<file path="config.mk">
export PLATFORM = sky130hd
export DESIGN_NAME = tlul_a_arbiter_flat
export DESIGN_NICKNAME = d
export VERILOG_FILES = /design/src/rtl/tlul_pkg.sv /design/src/rtl/tlul_a_arbiter_if.sv /design/src/rtl/rr_arbiter.sv /design/src/rtl/tlul_a_arbiter.sv /design/src/flat_wrapper.sv
export SDC_FILE = /design/constraint.sdc
export NUM_CORES = 1
export LEC_CHECK = 0
export ABC_AREA = 1
export CORE_AREA = 3 3 202 204
export CTS_CLUSTER_SIZE = 14
export DETAILED_ROUTE_END_ITERATION = 12
export DIE_AREA = 0 0 205 207
export HOLD_SLACK_MARGIN = 0.03
export PLACE_DENSITY_LB_ADDON = 0.3
export SYNTH_ARGS = -nofsm -noshare
export SYNTH_HDL_FRONTEND = slang
export SYNTH_SLANG_ARGS = --single-unit
</file>
<file path="constraint.sdc">
create_clock -name clk_100 -period 2.5 [get_ports clk_100]
set_input_delay 0.25 -clock clk_100 [delete_from_list [all_inputs] [get_ports clk_100]]
set_output_delay 0.25 -clock clk_100 [all_outputs]
set_load 0.005 [all_outputs]
</file>
<file path="src/rtl/tlul_pkg.sv">
`default_nettype none
// ============================================================================
// Module   : tlul_pkg
// Brief    : TL-UL opcodes and arbiter state encoding shared by the A-arbiter.
// Revision : 1.0 - initial release
// ============================================================================
package tlul_pkg;

    localparam logic [2:0] PUT_FULL        = 3'd0;
    localparam logic [2:0] PUT_PARTIAL     = 3'd1;
    localparam logic [2:0] GET             = 3'd4;
    localparam logic [2:0] ACCESS_ACK      = 3'd0;
    localparam logic [2:0] ACCESS_ACK_DATA = 3'd1;

    typedef enum logic [0:0] {
        IDLE = 1'b0,
        SEND = 1'b1
    } arb_state_e;

endpackage : tlul_pkg
`default_nettype wire

</file>
<file path="src/rtl/tlul_a_arbiter_if.sv">
`default_nettype none
// ============================================================================
// Module   : tlul_a_arbiter_if
// Brief    : Bundled master-side and slave-side TL-UL signals of the A-arbiter.
// Revision : 1.0 - initial release
// ============================================================================
interface tlul_a_arbiter_if #(
    parameter int NUM_MASTERS  = 3,
    parameter int OPCODE_WIDTH = 3,
    parameter int PARAM_WIDTH  = 3,
    parameter int SIZE_WIDTH   = 3,
    parameter int SRC_WIDTH    = 2,
    parameter int SINK_WIDTH   = 1,
    parameter int ADDR_WIDTH   = 32,
    parameter int DATA_WIDTH   = 32,
    parameter int MASK_WIDTH   = DATA_WIDTH / 8
);
    logic [NUM_MASTERS-1:0]              master_a_valid;
    logic [NUM_MASTERS-1:0]              master_a_ready;
    logic [NUM_MASTERS*OPCODE_WIDTH-1:0] master_a_opcode;
    logic [NUM_MASTERS*PARAM_WIDTH-1:0]  master_a_param;
    logic [NUM_MASTERS*SIZE_WIDTH-1:0]   master_a_size;
    logic [NUM_MASTERS*SRC_WIDTH-1:0]    master_a_source;
    logic [NUM_MASTERS*ADDR_WIDTH-1:0]   master_a_address;
    logic [NUM_MASTERS*MASK_WIDTH-1:0]   master_a_mask;
    logic [NUM_MASTERS*DATA_WIDTH-1:0]   master_a_data;

    logic [NUM_MASTERS-1:0]              master_d_valid;
    logic [NUM_MASTERS-1:0]              master_d_ready;
    logic [NUM_MASTERS*OPCODE_WIDTH-1:0] master_d_opcode;
    logic [NUM_MASTERS*PARAM_WIDTH-1:0]  master_d_param;
    logic [NUM_MASTERS*SIZE_WIDTH-1:0]   master_d_size;
    logic [NUM_MASTERS*SRC_WIDTH-1:0]    master_d_source;
    logic [NUM_MASTERS*SINK_WIDTH-1:0]   master_d_sink;
    logic [NUM_MASTERS*DATA_WIDTH-1:0]   master_d_data;
    logic [NUM_MASTERS-1:0]              master_d_error;

    logic                                slave_a_valid;
    logic                                slave_a_ready;
    logic [OPCODE_WIDTH-1:0]             slave_a_opcode;
    logic [PARAM_WIDTH-1:0]              slave_a_param;
    logic [SIZE_WIDTH-1:0]               slave_a_size;
    logic [SRC_WIDTH-1:0]                slave_a_source;
    logic [ADDR_WIDTH-1:0]               slave_a_address;
    logic [MASK_WIDTH-1:0]               slave_a_mask;
    logic [DATA_WIDTH-1:0]               slave_a_data;

    logic                                slave_d_valid;
    logic                                slave_d_ready;
    logic [OPCODE_WIDTH-1:0]             slave_d_opcode;
    logic [PARAM_WIDTH-1:0]              slave_d_param;
    logic [SIZE_WIDTH-1:0]               slave_d_size;
    logic [SRC_WIDTH-1:0]                slave_d_source;
    logic [SINK_WIDTH-1:0]               slave_d_sink;
    logic [DATA_WIDTH-1:0]               slave_d_data;
    logic                                slave_d_error;

    // master: the surroundings (master sockets + downstream slave) driving the arbiter
    modport master (
        output master_a_valid, master_a_opcode, master_a_param, master_a_size,
               master_a_source, master_a_address, master_a_mask, master_a_data,
               master_d_ready, slave_a_ready,
               slave_d_valid, slave_d_opcode, slave_d_param, slave_d_size,
               slave_d_source, slave_d_sink, slave_d_data, slave_d_error,
        input  master_a_ready, master_d_valid, master_d_opcode, master_d_param,
               master_d_size, master_d_source, master_d_sink, master_d_data,
               master_d_error, slave_a_valid, slave_a_opcode, slave_a_param,
               slave_a_size, slave_a_source, slave_a_address, slave_a_mask,
               slave_a_data, slave_d_ready
    );

    // slave: the arbiter itself
    modport slave (
        input  master_a_valid, master_a_opcode, master_a_param, master_a_size,
               master_a_source, master_a_address, master_a_mask, master_a_data,
               master_d_ready, slave_a_ready,
               slave_d_valid, slave_d_opcode, slave_d_param, slave_d_size,
               slave_d_source, slave_d_sink, slave_d_data, slave_d_error,
        output master_a_ready, master_d_valid, master_d_opcode, master_d_param,
               master_d_size, master_d_source, master_d_sink, master_d_data,
               master_d_error, slave_a_valid, slave_a_opcode, slave_a_param,
               slave_a_size, slave_a_source, slave_a_address, slave_a_mask,
               slave_a_data, slave_d_ready
    );

endinterface : tlul_a_arbiter_if
`default_nettype wire

</file>
<file path="src/rtl/rr_arbiter.sv">
`default_nettype none
// ============================================================================
// Module   : rr_arbiter
// Brief    : Combinational rotating-priority picker; search starts at ptr.
// Revision : 1.0 - initial release
// ============================================================================
module rr_arbiter #(
    parameter int NUM_REQ = 3,
    parameter int IDX_W   = 2
) (
    input  wire logic [NUM_REQ-1:0] req_i,
    input  wire logic [IDX_W-1:0]   ptr_i,
    output logic      [NUM_REQ-1:0] gnt_o,
    output logic      [IDX_W-1:0]   gnt_idx_o
);

    logic found;
    int   cand;

    always_comb begin
        gnt_o     = '0;
        gnt_idx_o = '0;
        found     = 1'b0;
        cand      = 0;
        for (int k = 0; k < NUM_REQ; k++) begin
            cand = (int'(ptr_i) + k) % NUM_REQ;
            if (!found && req_i[cand]) begin
                found       = 1'b1;
                gnt_o[cand] = 1'b1;
                gnt_idx_o   = IDX_W'(cand);
            end
        end
    end

endmodule : rr_arbiter
`default_nettype wire

</file>
<file path="src/rtl/tlul_a_arbiter.sv">
`default_nettype none
// ============================================================================
// Module   : tlul_a_arbiter
// Brief    : Shares one TL-UL slave among NUM_MASTERS sockets, remaps a_source.
//            Define TLUL_ARB_FIXED_PRIO_EN for lowest-index-wins arbitration.
// Revision : 1.0 - initial release
// ============================================================================
module tlul_a_arbiter
    import tlul_pkg::*;
#(
    parameter int NUM_MASTERS  = 3,
    parameter int OPCODE_WIDTH = 3,
    parameter int PARAM_WIDTH  = 3,
    parameter int SIZE_WIDTH   = 3,
    parameter int SRC_WIDTH    = 2,
    parameter int SINK_WIDTH   = 1,
    parameter int ADDR_WIDTH   = 32,
    parameter int DATA_WIDTH   = 32,
    parameter int MASK_WIDTH   = DATA_WIDTH / 8
) (
    input  wire logic                   clk_100,
    input  wire logic                   reset,
    tlul_a_arbiter_if.slave             bus,
    output logic [NUM_MASTERS-1:0]      outstanding,
    output logic                        stray_d
);

    localparam int IDX_W = SRC_WIDTH;

    arb_state_e                  state_q, state_d;
    logic [NUM_MASTERS-1:0]      outstanding_q, outstanding_d;
    logic [NUM_MASTERS*SRC_WIDTH-1:0] saved_src_q;

    logic [OPCODE_WIDTH-1:0]     a_opcode_q;
    logic [PARAM_WIDTH-1:0]      a_param_q;
    logic [SIZE_WIDTH-1:0]       a_size_q;
    logic [IDX_W-1:0]            a_src_q;
    logic [ADDR_WIDTH-1:0]       a_address_q;
    logic [MASK_WIDTH-1:0]       a_mask_q;
    logic [DATA_WIDTH-1:0]       a_data_q;

    logic [NUM_MASTERS-1:0]      eligible;
    logic [NUM_MASTERS-1:0]      gnt_oh;
    logic [IDX_W-1:0]            gnt_idx;
    logic [IDX_W-1:0]            arb_ptr;
    logic                        any_elig;
    logic                        a_capture;
    logic                        a_accept;

    logic [NUM_MASTERS-1:0]      d_valid_vec;
    logic                        d_hit;
    logic                        d_sel_ready;

    // Registered outstanding keeps a just-completed master out until next cycle
    assign eligible  = bus.master_a_valid & ~outstanding_q;
    assign any_elig  = |eligible;
    assign a_capture = (state_q == IDLE) && any_elig;
    assign a_accept  = (state_q == SEND) && bus.slave_a_ready;

`ifdef TLUL_ARB_FIXED_PRIO_EN
    assign arb_ptr = '0;
`else
    logic [IDX_W-1:0] rr_ptr_q;

    always_ff @(posedge clk_100) begin
        if (reset) begin
            rr_ptr_q <= '0;
        end else if (a_accept) begin
            rr_ptr_q <= (a_src_q == IDX_W'(NUM_MASTERS - 1)) ? '0 : a_src_q + 1'b1;
        end
    end

    assign arb_ptr = rr_ptr_q;
`endif

    rr_arbiter #(
        .NUM_REQ (NUM_MASTERS),
        .IDX_W   (IDX_W)
    ) u_rr_arbiter (
        .req_i     (eligible),
        .ptr_i     (arb_ptr),
        .gnt_o     (gnt_oh),
        .gnt_idx_o (gnt_idx)
    );

    always_ff @(posedge clk_100) begin
        if (reset) begin
            state_q <= IDLE;
        end else begin
            state_q <= state_d;
        end
    end

    always_comb begin
        state_d = state_q;
        case (state_q)
            IDLE:    if (any_elig) state_d = SEND;
            SEND:    if (bus.slave_a_ready) state_d = IDLE;
            default: state_d = IDLE;
        endcase
    end

    always_comb begin
        bus.master_a_ready = '0;
        bus.slave_a_valid  = 1'b0;
        case (state_q)
            IDLE:    bus.master_a_ready = gnt_oh;
            SEND:    bus.slave_a_valid  = 1'b1;
            default: bus.slave_a_valid  = 1'b0;
        endcase
    end

    always_ff @(posedge clk_100) begin
        if (reset) begin
            a_opcode_q  <= '0;
            a_param_q   <= '0;
            a_size_q    <= '0;
            a_src_q     <= '0;
            a_address_q <= '0;
            a_mask_q    <= '0;
            a_data_q    <= '0;
            saved_src_q <= '0;
        end else if (a_capture) begin
            a_opcode_q  <= bus.master_a_opcode[gnt_idx*OPCODE_WIDTH +: OPCODE_WIDTH];
            a_param_q   <= bus.master_a_param[gnt_idx*PARAM_WIDTH +: PARAM_WIDTH];
            a_size_q    <= bus.master_a_size[gnt_idx*SIZE_WIDTH +: SIZE_WIDTH];
            a_src_q     <= gnt_idx;
            a_address_q <= bus.master_a_address[gnt_idx*ADDR_WIDTH +: ADDR_WIDTH];
            a_mask_q    <= bus.master_a_mask[gnt_idx*MASK_WIDTH +: MASK_WIDTH];
            a_data_q    <= bus.master_a_data[gnt_idx*DATA_WIDTH +: DATA_WIDTH];
            saved_src_q[gnt_idx*SRC_WIDTH +: SRC_WIDTH] <=
                bus.master_a_source[gnt_idx*SRC_WIDTH +: SRC_WIDTH];
        end
    end

    assign bus.slave_a_opcode  = a_opcode_q;
    assign bus.slave_a_param   = a_param_q;
    assign bus.slave_a_size    = a_size_q;
    assign bus.slave_a_source  = a_src_q;
    assign bus.slave_a_address = a_address_q;
    assign bus.slave_a_mask    = a_mask_q;
    assign bus.slave_a_data    = a_data_q;

    // Sources with no matching in-flight master fall through as stray
    always_comb begin
        d_valid_vec = '0;
        d_hit       = 1'b0;
        d_sel_ready = 1'b1;
        for (int i = 0; i < NUM_MASTERS; i++) begin
            if (bus.slave_d_valid && (bus.slave_d_source == SRC_WIDTH'(i)) && outstanding_q[i]) begin
                d_valid_vec[i] = 1'b1;
                d_hit          = 1'b1;
                d_sel_ready    = bus.master_d_ready[i];
            end
        end
    end

    assign bus.master_d_valid = d_valid_vec;
    assign bus.slave_d_ready  = d_hit ? d_sel_ready : 1'b1;
    assign stray_d            = bus.slave_d_valid & ~d_hit;

    always_comb begin
        outstanding_d = outstanding_q & ~(d_valid_vec & bus.master_d_ready);
        if (a_accept) begin
            outstanding_d[a_src_q] = 1'b1;
        end
    end

    always_ff @(posedge clk_100) begin
        if (reset) begin
            outstanding_q <= '0;
        end else begin
            outstanding_q <= outstanding_d;
        end
    end

    assign outstanding = outstanding_q;

    generate
        for (genvar i = 0; i < NUM_MASTERS; i++) begin : g_lane
            assign bus.master_d_opcode[i*OPCODE_WIDTH +: OPCODE_WIDTH] = bus.slave_d_opcode;
            assign bus.master_d_param[i*PARAM_WIDTH +: PARAM_WIDTH]    = bus.slave_d_param;
            assign bus.master_d_size[i*SIZE_WIDTH +: SIZE_WIDTH]       = bus.slave_d_size;
            assign bus.master_d_sink[i*SINK_WIDTH +: SINK_WIDTH]       = bus.slave_d_sink;
            assign bus.master_d_data[i*DATA_WIDTH +: DATA_WIDTH]       = bus.slave_d_data;
            assign bus.master_d_error[i]                               = bus.slave_d_error;
        end
    endgenerate

    assign bus.master_d_source = saved_src_q;

endmodule : tlul_a_arbiter
`default_nettype wire

</file>
<file path="src/flat_wrapper.sv">
// flat-port wrapper written by rule: the top's interface ports become plain ports
module tlul_a_arbiter_flat import tlul_pkg::*;
#(
    parameter int NUM_MASTERS  = 3,
    parameter int OPCODE_WIDTH = 3,
    parameter int PARAM_WIDTH  = 3,
    parameter int SIZE_WIDTH   = 3,
    parameter int SRC_WIDTH    = 2,
    parameter int SINK_WIDTH   = 1,
    parameter int ADDR_WIDTH   = 32,
    parameter int DATA_WIDTH   = 32,
    parameter int MASK_WIDTH   = DATA_WIDTH / 8
)
  (clk_100, reset, outstanding, stray_d, bus_master_a_valid, bus_master_a_opcode, bus_master_a_param, bus_master_a_size, bus_master_a_source, bus_master_a_address, bus_master_a_mask, bus_master_a_data, bus_master_d_ready, bus_slave_a_ready, bus_slave_d_valid, bus_slave_d_opcode, bus_slave_d_param, bus_slave_d_size, bus_slave_d_source, bus_slave_d_sink, bus_slave_d_data, bus_slave_d_error, bus_master_a_ready, bus_master_d_valid, bus_master_d_opcode, bus_master_d_param, bus_master_d_size, bus_master_d_source, bus_master_d_sink, bus_master_d_data, bus_master_d_error, bus_slave_a_valid, bus_slave_a_opcode, bus_slave_a_param, bus_slave_a_size, bus_slave_a_source, bus_slave_a_address, bus_slave_a_mask, bus_slave_a_data, bus_slave_d_ready);
  tlul_a_arbiter_if #(.NUM_MASTERS(NUM_MASTERS), .OPCODE_WIDTH(OPCODE_WIDTH), .PARAM_WIDTH(PARAM_WIDTH), .SIZE_WIDTH(SIZE_WIDTH), .SRC_WIDTH(SRC_WIDTH), .SINK_WIDTH(SINK_WIDTH), .ADDR_WIDTH(ADDR_WIDTH), .DATA_WIDTH(DATA_WIDTH), .MASK_WIDTH(MASK_WIDTH)) bus_i ();
  input  wire logic clk_100;
  input  wire logic reset;
  output logic [NUM_MASTERS-1:0] outstanding;
  output logic stray_d;
  input wire logic [$bits(bus_i.master_a_valid)-1:0] bus_master_a_valid;
  input wire logic [$bits(bus_i.master_a_opcode)-1:0] bus_master_a_opcode;
  input wire logic [$bits(bus_i.master_a_param)-1:0] bus_master_a_param;
  input wire logic [$bits(bus_i.master_a_size)-1:0] bus_master_a_size;
  input wire logic [$bits(bus_i.master_a_source)-1:0] bus_master_a_source;
  input wire logic [$bits(bus_i.master_a_address)-1:0] bus_master_a_address;
  input wire logic [$bits(bus_i.master_a_mask)-1:0] bus_master_a_mask;
  input wire logic [$bits(bus_i.master_a_data)-1:0] bus_master_a_data;
  input wire logic [$bits(bus_i.master_d_ready)-1:0] bus_master_d_ready;
  input wire logic [$bits(bus_i.slave_a_ready)-1:0] bus_slave_a_ready;
  input wire logic [$bits(bus_i.slave_d_valid)-1:0] bus_slave_d_valid;
  input wire logic [$bits(bus_i.slave_d_opcode)-1:0] bus_slave_d_opcode;
  input wire logic [$bits(bus_i.slave_d_param)-1:0] bus_slave_d_param;
  input wire logic [$bits(bus_i.slave_d_size)-1:0] bus_slave_d_size;
  input wire logic [$bits(bus_i.slave_d_source)-1:0] bus_slave_d_source;
  input wire logic [$bits(bus_i.slave_d_sink)-1:0] bus_slave_d_sink;
  input wire logic [$bits(bus_i.slave_d_data)-1:0] bus_slave_d_data;
  input wire logic [$bits(bus_i.slave_d_error)-1:0] bus_slave_d_error;
  output wire logic [$bits(bus_i.master_a_ready)-1:0] bus_master_a_ready;
  output wire logic [$bits(bus_i.master_d_valid)-1:0] bus_master_d_valid;
  output wire logic [$bits(bus_i.master_d_opcode)-1:0] bus_master_d_opcode;
  output wire logic [$bits(bus_i.master_d_param)-1:0] bus_master_d_param;
  output wire logic [$bits(bus_i.master_d_size)-1:0] bus_master_d_size;
  output wire logic [$bits(bus_i.master_d_source)-1:0] bus_master_d_source;
  output wire logic [$bits(bus_i.master_d_sink)-1:0] bus_master_d_sink;
  output wire logic [$bits(bus_i.master_d_data)-1:0] bus_master_d_data;
  output wire logic [$bits(bus_i.master_d_error)-1:0] bus_master_d_error;
  output wire logic [$bits(bus_i.slave_a_valid)-1:0] bus_slave_a_valid;
  output wire logic [$bits(bus_i.slave_a_opcode)-1:0] bus_slave_a_opcode;
  output wire logic [$bits(bus_i.slave_a_param)-1:0] bus_slave_a_param;
  output wire logic [$bits(bus_i.slave_a_size)-1:0] bus_slave_a_size;
  output wire logic [$bits(bus_i.slave_a_source)-1:0] bus_slave_a_source;
  output wire logic [$bits(bus_i.slave_a_address)-1:0] bus_slave_a_address;
  output wire logic [$bits(bus_i.slave_a_mask)-1:0] bus_slave_a_mask;
  output wire logic [$bits(bus_i.slave_a_data)-1:0] bus_slave_a_data;
  output wire logic [$bits(bus_i.slave_d_ready)-1:0] bus_slave_d_ready;
  assign bus_i.master_a_valid = bus_master_a_valid;
  assign bus_i.master_a_opcode = bus_master_a_opcode;
  assign bus_i.master_a_param = bus_master_a_param;
  assign bus_i.master_a_size = bus_master_a_size;
  assign bus_i.master_a_source = bus_master_a_source;
  assign bus_i.master_a_address = bus_master_a_address;
  assign bus_i.master_a_mask = bus_master_a_mask;
  assign bus_i.master_a_data = bus_master_a_data;
  assign bus_i.master_d_ready = bus_master_d_ready;
  assign bus_i.slave_a_ready = bus_slave_a_ready;
  assign bus_i.slave_d_valid = bus_slave_d_valid;
  assign bus_i.slave_d_opcode = bus_slave_d_opcode;
  assign bus_i.slave_d_param = bus_slave_d_param;
  assign bus_i.slave_d_size = bus_slave_d_size;
  assign bus_i.slave_d_source = bus_slave_d_source;
  assign bus_i.slave_d_sink = bus_slave_d_sink;
  assign bus_i.slave_d_data = bus_slave_d_data;
  assign bus_i.slave_d_error = bus_slave_d_error;
  assign bus_master_a_ready = bus_i.master_a_ready;
  assign bus_master_d_valid = bus_i.master_d_valid;
  assign bus_master_d_opcode = bus_i.master_d_opcode;
  assign bus_master_d_param = bus_i.master_d_param;
  assign bus_master_d_size = bus_i.master_d_size;
  assign bus_master_d_source = bus_i.master_d_source;
  assign bus_master_d_sink = bus_i.master_d_sink;
  assign bus_master_d_data = bus_i.master_d_data;
  assign bus_master_d_error = bus_i.master_d_error;
  assign bus_slave_a_valid = bus_i.slave_a_valid;
  assign bus_slave_a_opcode = bus_i.slave_a_opcode;
  assign bus_slave_a_param = bus_i.slave_a_param;
  assign bus_slave_a_size = bus_i.slave_a_size;
  assign bus_slave_a_source = bus_i.slave_a_source;
  assign bus_slave_a_address = bus_i.slave_a_address;
  assign bus_slave_a_mask = bus_i.slave_a_mask;
  assign bus_slave_a_data = bus_i.slave_a_data;
  assign bus_slave_d_ready = bus_i.slave_d_ready;
  tlul_a_arbiter #(.NUM_MASTERS(NUM_MASTERS), .OPCODE_WIDTH(OPCODE_WIDTH), .PARAM_WIDTH(PARAM_WIDTH), .SIZE_WIDTH(SIZE_WIDTH), .SRC_WIDTH(SRC_WIDTH), .SINK_WIDTH(SINK_WIDTH), .ADDR_WIDTH(ADDR_WIDTH), .DATA_WIDTH(DATA_WIDTH), .MASK_WIDTH(MASK_WIDTH)) u_core (.clk_100(clk_100), .reset(reset), .bus(bus_i), .outstanding(outstanding), .stray_d(stray_d));
endmodule
</file>
### Yosys cells after proc, flatten, opt, wreduce, memory -nomap -nowiden

Cells that the tools add are included.
W data, S select, Z words.

| word-level totals | value |
|---|---|
| output and inout port bits | 226 |
| register bits after elaboration | 91 |
| input bits | 292 |
| logic and storage cells | 110 |

| operators by class | value |
|---|---|
| add/subtract/negate cells | 4 |
| reduce and logical (&&, ||, !) cells | 18 |
| $lt $le $gt $ge | 8 |
| eq/ne operators | 3 |
| mux-type cells | 42 |
| bitwise operators | 11 |
| shift-type cells | 9 |
| div/mod/pow operators | 3 |
| $mul | 1 |

Operator list:

| operator | count |
|---|---|
| $shiftx A96 B8 Y32 | 2 |
| $ge A32 B1 Y1 const B | 3 |
| $lt A32 B4 Y1 const B | 3 |
| $mod A32 B3 Y32 const B | 2 |
| $neg A3 Y34 | 1 |
| $shift A2 B34 Y6 const A | 1 |
| $shiftx A2 B34 Y6 | 1 |
| $mod A3 B3 Y32 const B | 1 |
| $shiftx A9 B5 Y3 | 3 |
| $mux W1 | 24 |
| $mux W3 | 5 |
| $logic_and A1 B1 Y1 | 14 |
| $shiftx A12 B5 Y4 | 1 |
| $and A3 B3 Y3 | 3 |
| $or A3 B3 Y3 | 3 |
| $demux W1 S2 | 4 |
| $mux W2 | 4 |
| $bmux W1 S2 | 3 |
| $bwmux W6 | 1 |
| $not A3 Y3 | 2 |
| $shiftx A6 B4 Y2 | 1 |
| $eq A2 B2 Y1 const B | 2 |
| $mul A2 B2 Y4 const B | 1 |
| $add A2 B1 Y3 const B | 1 |
| 11 further kinds | 13 |

### Longest topological paths before layout

| depth | value |
|---|---|
| depth after elaboration | 15 |
| gate-level depth with buffers | 20 |
| mapped depth without buffers | 18 |

### Hierarchy

Synthesis repeated with hierarchy kept, for this count alone.

| second synthesis, totals | value |
|---|---|
| cell total of the unflattened synthesis | 967 |
| area total of the unflattened synthesis | 6547.5 um^2 |

Modules (own cells, without submodules):

| module | times used | seq. area each (um^2) | cells an instance | area an instance (um^2) |
|---|---|---|---|---|
| tlul_a_arbiter | 1 | 1821.7 | 905 | 6231.0 |
| rr_arbiter | 1 | 0.0 | 62 | 316.6 |

### Worst setup path before layout

Ideal clock, no wire load.

| timing | value |
|---|---|
| path kind | register -> register |
| start point | register u_core.rr_ptr_q[0] (netlist: u_core.arb_ptr[0]) |
| end point | register u_core.saved_src_q[4] (netlist: u_core.bus.master_d_source[4]) |
| path slack | 0.115 ns |
| stages on the path, launching flop included | 16 |
| data required time | 2.430 ns |
| clock period less this slack | 2.385 ns |
| data arrival time | 2.315 ns |
| cell sequence | dfxtp_1 inv_1 ha_1 inv_1 nand3_1 nand2_2 nand4_1 nand2_2 buf_6 buf_4 ha_1 inv_1 nand4_1 nor2_1 nand3_1 a21oi_1 |

| between the ends | value |
|---|---|
| word-level cells in the longest chain between the ends | 14 |
| elaborated cells on any way between the ends | 28 |
| those cells by class | add/sub (3); div (3); shift (3); mux (15); reduce/logical (4) |

RTL lines:

| item | RTL line | source |
|---|---|---|
| from (decl) | tlul_a_arbiter.sv:63 | `logic [IDX_W-1:0] rr_ptr_q;` |
| from (signal assigned) | tlul_a_arbiter.sv:69 | `rr_ptr_q <= (a_src_q == IDX_W'(NUM_MASTERS - 1)) ? '0 : a_src_q + 1'b1;` |
| branches (longest 10 deep; another with $mod A32 B3 Y32) | - |  |
| $mux W2 * | rr_arbiter.sv:27 | `if (!found && req_i[cand]) begin` |
| named net u_core.gnt_idx[1] | tlul_a_arbiter.sv:44 | `logic [IDX_W-1:0] gnt_idx;` |
| $neg A3 Y34 / $shiftx A6 B4 Y2 (equally long branches) | tlul_a_arbiter.sv:132 | `bus.master_a_source[gnt_idx*SRC_WIDTH +: SRC_WIDTH];` |
| $shiftx A2 B34 Y6 / $shift A2 B34 Y6 (equally long branches) | tlul_a_arbiter.sv:131 | `saved_src_q[gnt_idx*SRC_WIDTH +: SRC_WIDTH] <=` |
| $bwmux W6 * | tlul_a_arbiter.sv:131 |  |
| to (signal, indexed assignment) | tlul_a_arbiter.sv:131 |  |
| to (decl) | tlul_a_arbiter.sv:32 | `logic [NUM_MASTERS*SRC_WIDTH-1:0] saved_src_q;` |

Mark *: on every way through the listed nets, which the timed path passes. The select of a mux whose other input is x is not followed.
A chain may end at the register's enable or synchronous reset.

### Final worst setup path

| timing | value |
|---|---|
| start point | register u_core.rr_ptr_q[0] (netlist: u_core.arb_ptr[0]) |
| end point | output port bus_master_a_ready[1] |

| between the ends | value |
|---|---|
| word-level cells in the longest chain between the ends | 12 |
| elaborated cells on any way between the ends | 41 |
| those cells by class | add/sub (2); div (3); order compare (6); mux (21); bitwise (2); reduce/logical (7) |

RTL lines:

| item | RTL line | source |
|---|---|---|
| branches (longest 10 deep; another with $mod A32 B3 Y32) | - |  |
| $mux W3 * | rr_arbiter.sv:27 |  |
| $mux W3 * | tlul_a_arbiter.sv:106 | `case (state_q)` |
| to (decl) | flat_wrapper.sv:38 | `output wire logic [$bits(bus_i.master_a_ready)-1:0] bus_master_a_ready;` |

Mark *: on every way between the ends. The select of a mux whose other input is x is not followed.

==> summary.md <==
| Metric | Value |
|---|---|
| #FFs+latches synth | 91 |
| Setup Skew | 0.006242 ns |
| Post-Place Cell Area | 9392 µm² |
| Post-CTS setup buffer count | 0 |
| CP max FO | 3 |
| Highest Clock Rate | 0.4240 GHz |
| Die Ht | 207 µm |
| Setup TNS | 0 ns |
| Area Growth Syn to Fin | 60.11% |
| RSZ-0062 raised after global routing | yes |
| Sink Count | 91 |
| Post-Syn Instances | 823 |
| Worst-path cell chain | inv_1 -> ha_4 -> buf_4 -> nand3_1 -> nand2_2 -> nand4_1 -> nand2_1 -> inv_1 -> nor2_2 -> clkdlybuf4s15_1 |
| Slowest stage delay, CP | 0.37 ns |
| Post-synthesis cell type count | 29 |
| WL final | 28880 µm |
| Slowest stage cell, crit path | dfxtp_4 |
| Tcrit/Tclk final | 94.34% |
| Final cell area excluding filler cells | 9804 µm² |
| Pin slew with the least headroom to its limit | 0.4568 ns |
| Post-layout util | 24.85% |
| Post-synthesis cell area | 6123 µm² |
| Pin count of the biggest net entering global routing | 60 |
| Slew headroom | 69.55% |
| Lkg Pwr | 3.566 nW |
| Hold_buf cts | 0 |
| Number of H-tree levels | 3 |
| Total gr overflow | 0 |
| Initial antenna violation count | 1 |
| DRT iter0 DRCs | 227 |
| CTS tree | built |
| Die Wd | 205 µm |
| Post-route ant nets | 0 |
| Synth top area cells | dfxtp_1 (30%), buf_4 (17%), a21oi_1 (13%) |
| First-pass GRT wire length | 42480 µm |
| Total number of vias | 6526 |
| Mean post-synth cell area | 7.440 µm² |
| Gpl congestion | 0.7704 |
| # rows | 73 |
| CTS Root Buffer Type | clkbuf_16 |
| Top FF cell, synth | dfxtp_1 |
| Post-DP HPWL | 21610 µm |
| Core area | 39460 µm² |
| Register area share after synthesis | 29.75% |
| FFs w/ async S/R, synth | 0% |
| Tmin final | 2.359 ns |
| Number of synthesized flops with an enable pin | 0 |
| NumNets Final | 1324 |
| Drt pass-1 iters | 4 |
| WL/cell | 18.56 µm |
| DR DRC count | 0 |
| Pwr Total | 5.968 mW |
| Worst EP arrival | 2.11 ns |
| Critical Path Start Type | register |
| Initial core utilization | 15.52% |
| Required @ worst endpoint | 2.25 ns |
| Synth top area share | 29.75% |
| HP Class | reg -> reg |
| Final setup vio count | 0 |
| Maxcap violations | 0 |
| Clock latency on the worst-skew pair | 0.37 ns |
| Syn_nets | 1122 |
| Outcome | completed |
| CP Capture Type | output pin |
| Post-DR vias/cell | 4.194 |
| Cell mode on critical path | inv_1 |
| Leading area contributor after synthesis | dfxtp_1 |
| CTS clk-pin slew, worst paths | 0.07 ns |
| Die ar. | 42440 µm² |
| Max VDD drop | 0.0003628 V |
| Crit path kind | reg -> out |
| Warnings, synthesis | 0 |
| Share of cells above drive strength 1 | 13.12% |
| Fill cells | 4365 |
| GRT Util Overall | 13.22% |
| PwrDens | 608.7 nW/µm² |
| Clock buffer depth | 2 |
| Vias in the first global route | 6753 |
| Port Buffer Count | 345 |
| Final hold vios | 0 |
| Count of pins over their slew limit | 0 |
| Top-level port count | 518 |
| CTS Buf Count | 9 |
## power by group
group | switching, mW | leakage [nW] | internal [mW]
Combinational | 1.17 | 2.63 | 1.29
Sequential | 0.108 | 0.756 | 1.66
Clock | 0.671 | 0.176 | 1.08
Total | 1.95 | 3.57 | 4.02
## cells by family (layout without fill, tap and decap cells)
kind of cell / Yosys count / in the layout / share of synthesized area [%]
compound gates: 326 / 326 / 30.00
flops: 91 / 91 / 29.75
other cells: 0 / 2 / 0
simple gates: 173 / 173 / 15.67
fa+ha+maj: 7 / 7 / 1.430
buf+inv: 226 / 432 / 23.15
## cell type report
| type | count | area (µm²) | share of cell area, % |
|---|---|---|---|
| multi-input combinational | 506 | 2939 | 29.98 |
| inverter | 38 | 147.6 | 1.506 |
| timing repair buffer | 379 | 3866 | 39.43 |
| clock inverter | 6 | 137.6 | 1.404 |
| sequential | 91 | 1827 | 18.63 |
| clock buffer | 9 | 225.2 | 2.297 |
| tap | 525 | 656.9 | 6.700 |
| antenna | 2 | 5.005 | 0.05105 |
## worst max-delay path: cells and delay by family, from the launching register on
kind	cells	cell delay, ns
simple gates	5	0.54
buf+inv	4	0.53
flops	1	0.37
fa+ha+maj	1	0.30
## per-stage QoR
stage / hold slack (ns) / worst slack, ns / cells
4_1_cts: 0.4828 / 0.04136 / 1554
2_1_floorplan: 0.4219 / 0.1149 / 823
3_3_place_gp: 0.4617 / -0.06340 / 1539
6_report: 0.4758 / 0.1414 / 1556
5_1_grt: 0.4986 / -0.003417 / 1555
3_5_place_dp: 0.4686 / -0.03811 / 1539
## flip-flops by register name, indices dropped and copies added, names as in the netlist
| register | flops |
|---|---|
| u_core.bus.slave_a_address | 32 |
| u_core.bus.slave_a_data | 32 |
| u_core.bus.master_d_source | 6 |
| u_core.bus.slave_a_mask | 4 |
| u_core.bus.slave_a_opcode | 3 |
| u_core.bus.slave_a_param | 3 |
| u_core.bus.slave_a_size | 3 |
| u_core.outstanding | 3 |
| u_core.arb_ptr | 2 |
| u_core.bus.slave_a_source | 2 |
| u_core.state_q | 1 |
## cell usage in the layout (no fill, tap or decap), types with 8 or more instances in the layout
cell,count
a21oi_1,163
or2_1,20
inv_1,30
dfxtp_1,89
nand2_1,32
buf_4,21
buf_12,13
clkbuf_16,9
nor2_1,11
o21ai_0,83
o211ai_1,77
nand4_1,8
or2_2,57
nand3_1,27
clkdlybuf4s50_1,342
## layer usage
layer  routed length, µm  vias to the layer above  global-route usage (%)
met5                  21                        -                  0.3456
met2               13780                      332                   22.23
met1               10850                     2980                   14.24
met4                1474                        2                   6.764
met3                2753                       77                   5.296
li1                    -                     3135                       -
## final timing paths
kind	from	end	slack, ns	cells past startpoint
worst max-delay path	u_core.arb_ptr[0]$_SDFFE_PP0P_	bus_master_a_ready[1]	0.14	10
worst min-delay path	u_core.bus.master_d_source[0]$_SDFFE_PP0P_	u_core.bus.master_d_source[0]$_SDFFE_PP0P_	0.48	2
worst max register to register	u_core.arb_ptr[0]$_SDFFE_PP0P_	u_core.bus.slave_a_address[22]$_SDFFE_PP0P_	0.15	12
worst min register to register	u_core.bus.master_d_source[0]$_SDFFE_PP0P_	u_core.bus.master_d_source[0]$_SDFFE_PP0P_	0.48	2
## synthesized netlist by cell type (8+ instances only)
master / count
a21oi_1: 163
buf_4: 139
dfxtp_1: 91
o21ai_0: 83
o211ai_1: 77
or2_2: 57
clkbuf_1: 36
nand2_1: 35
inv_1: 33
nand3_1: 27
or2_1: 20
nor2_1: 12
nand4_1: 8
## timing repair
action,in CTS,in global routing
pin swaps,2,2
setup endpoints to repair,3,9
resized for setup,12,8
Note: power is estimated with default switching activity, not from simulation.
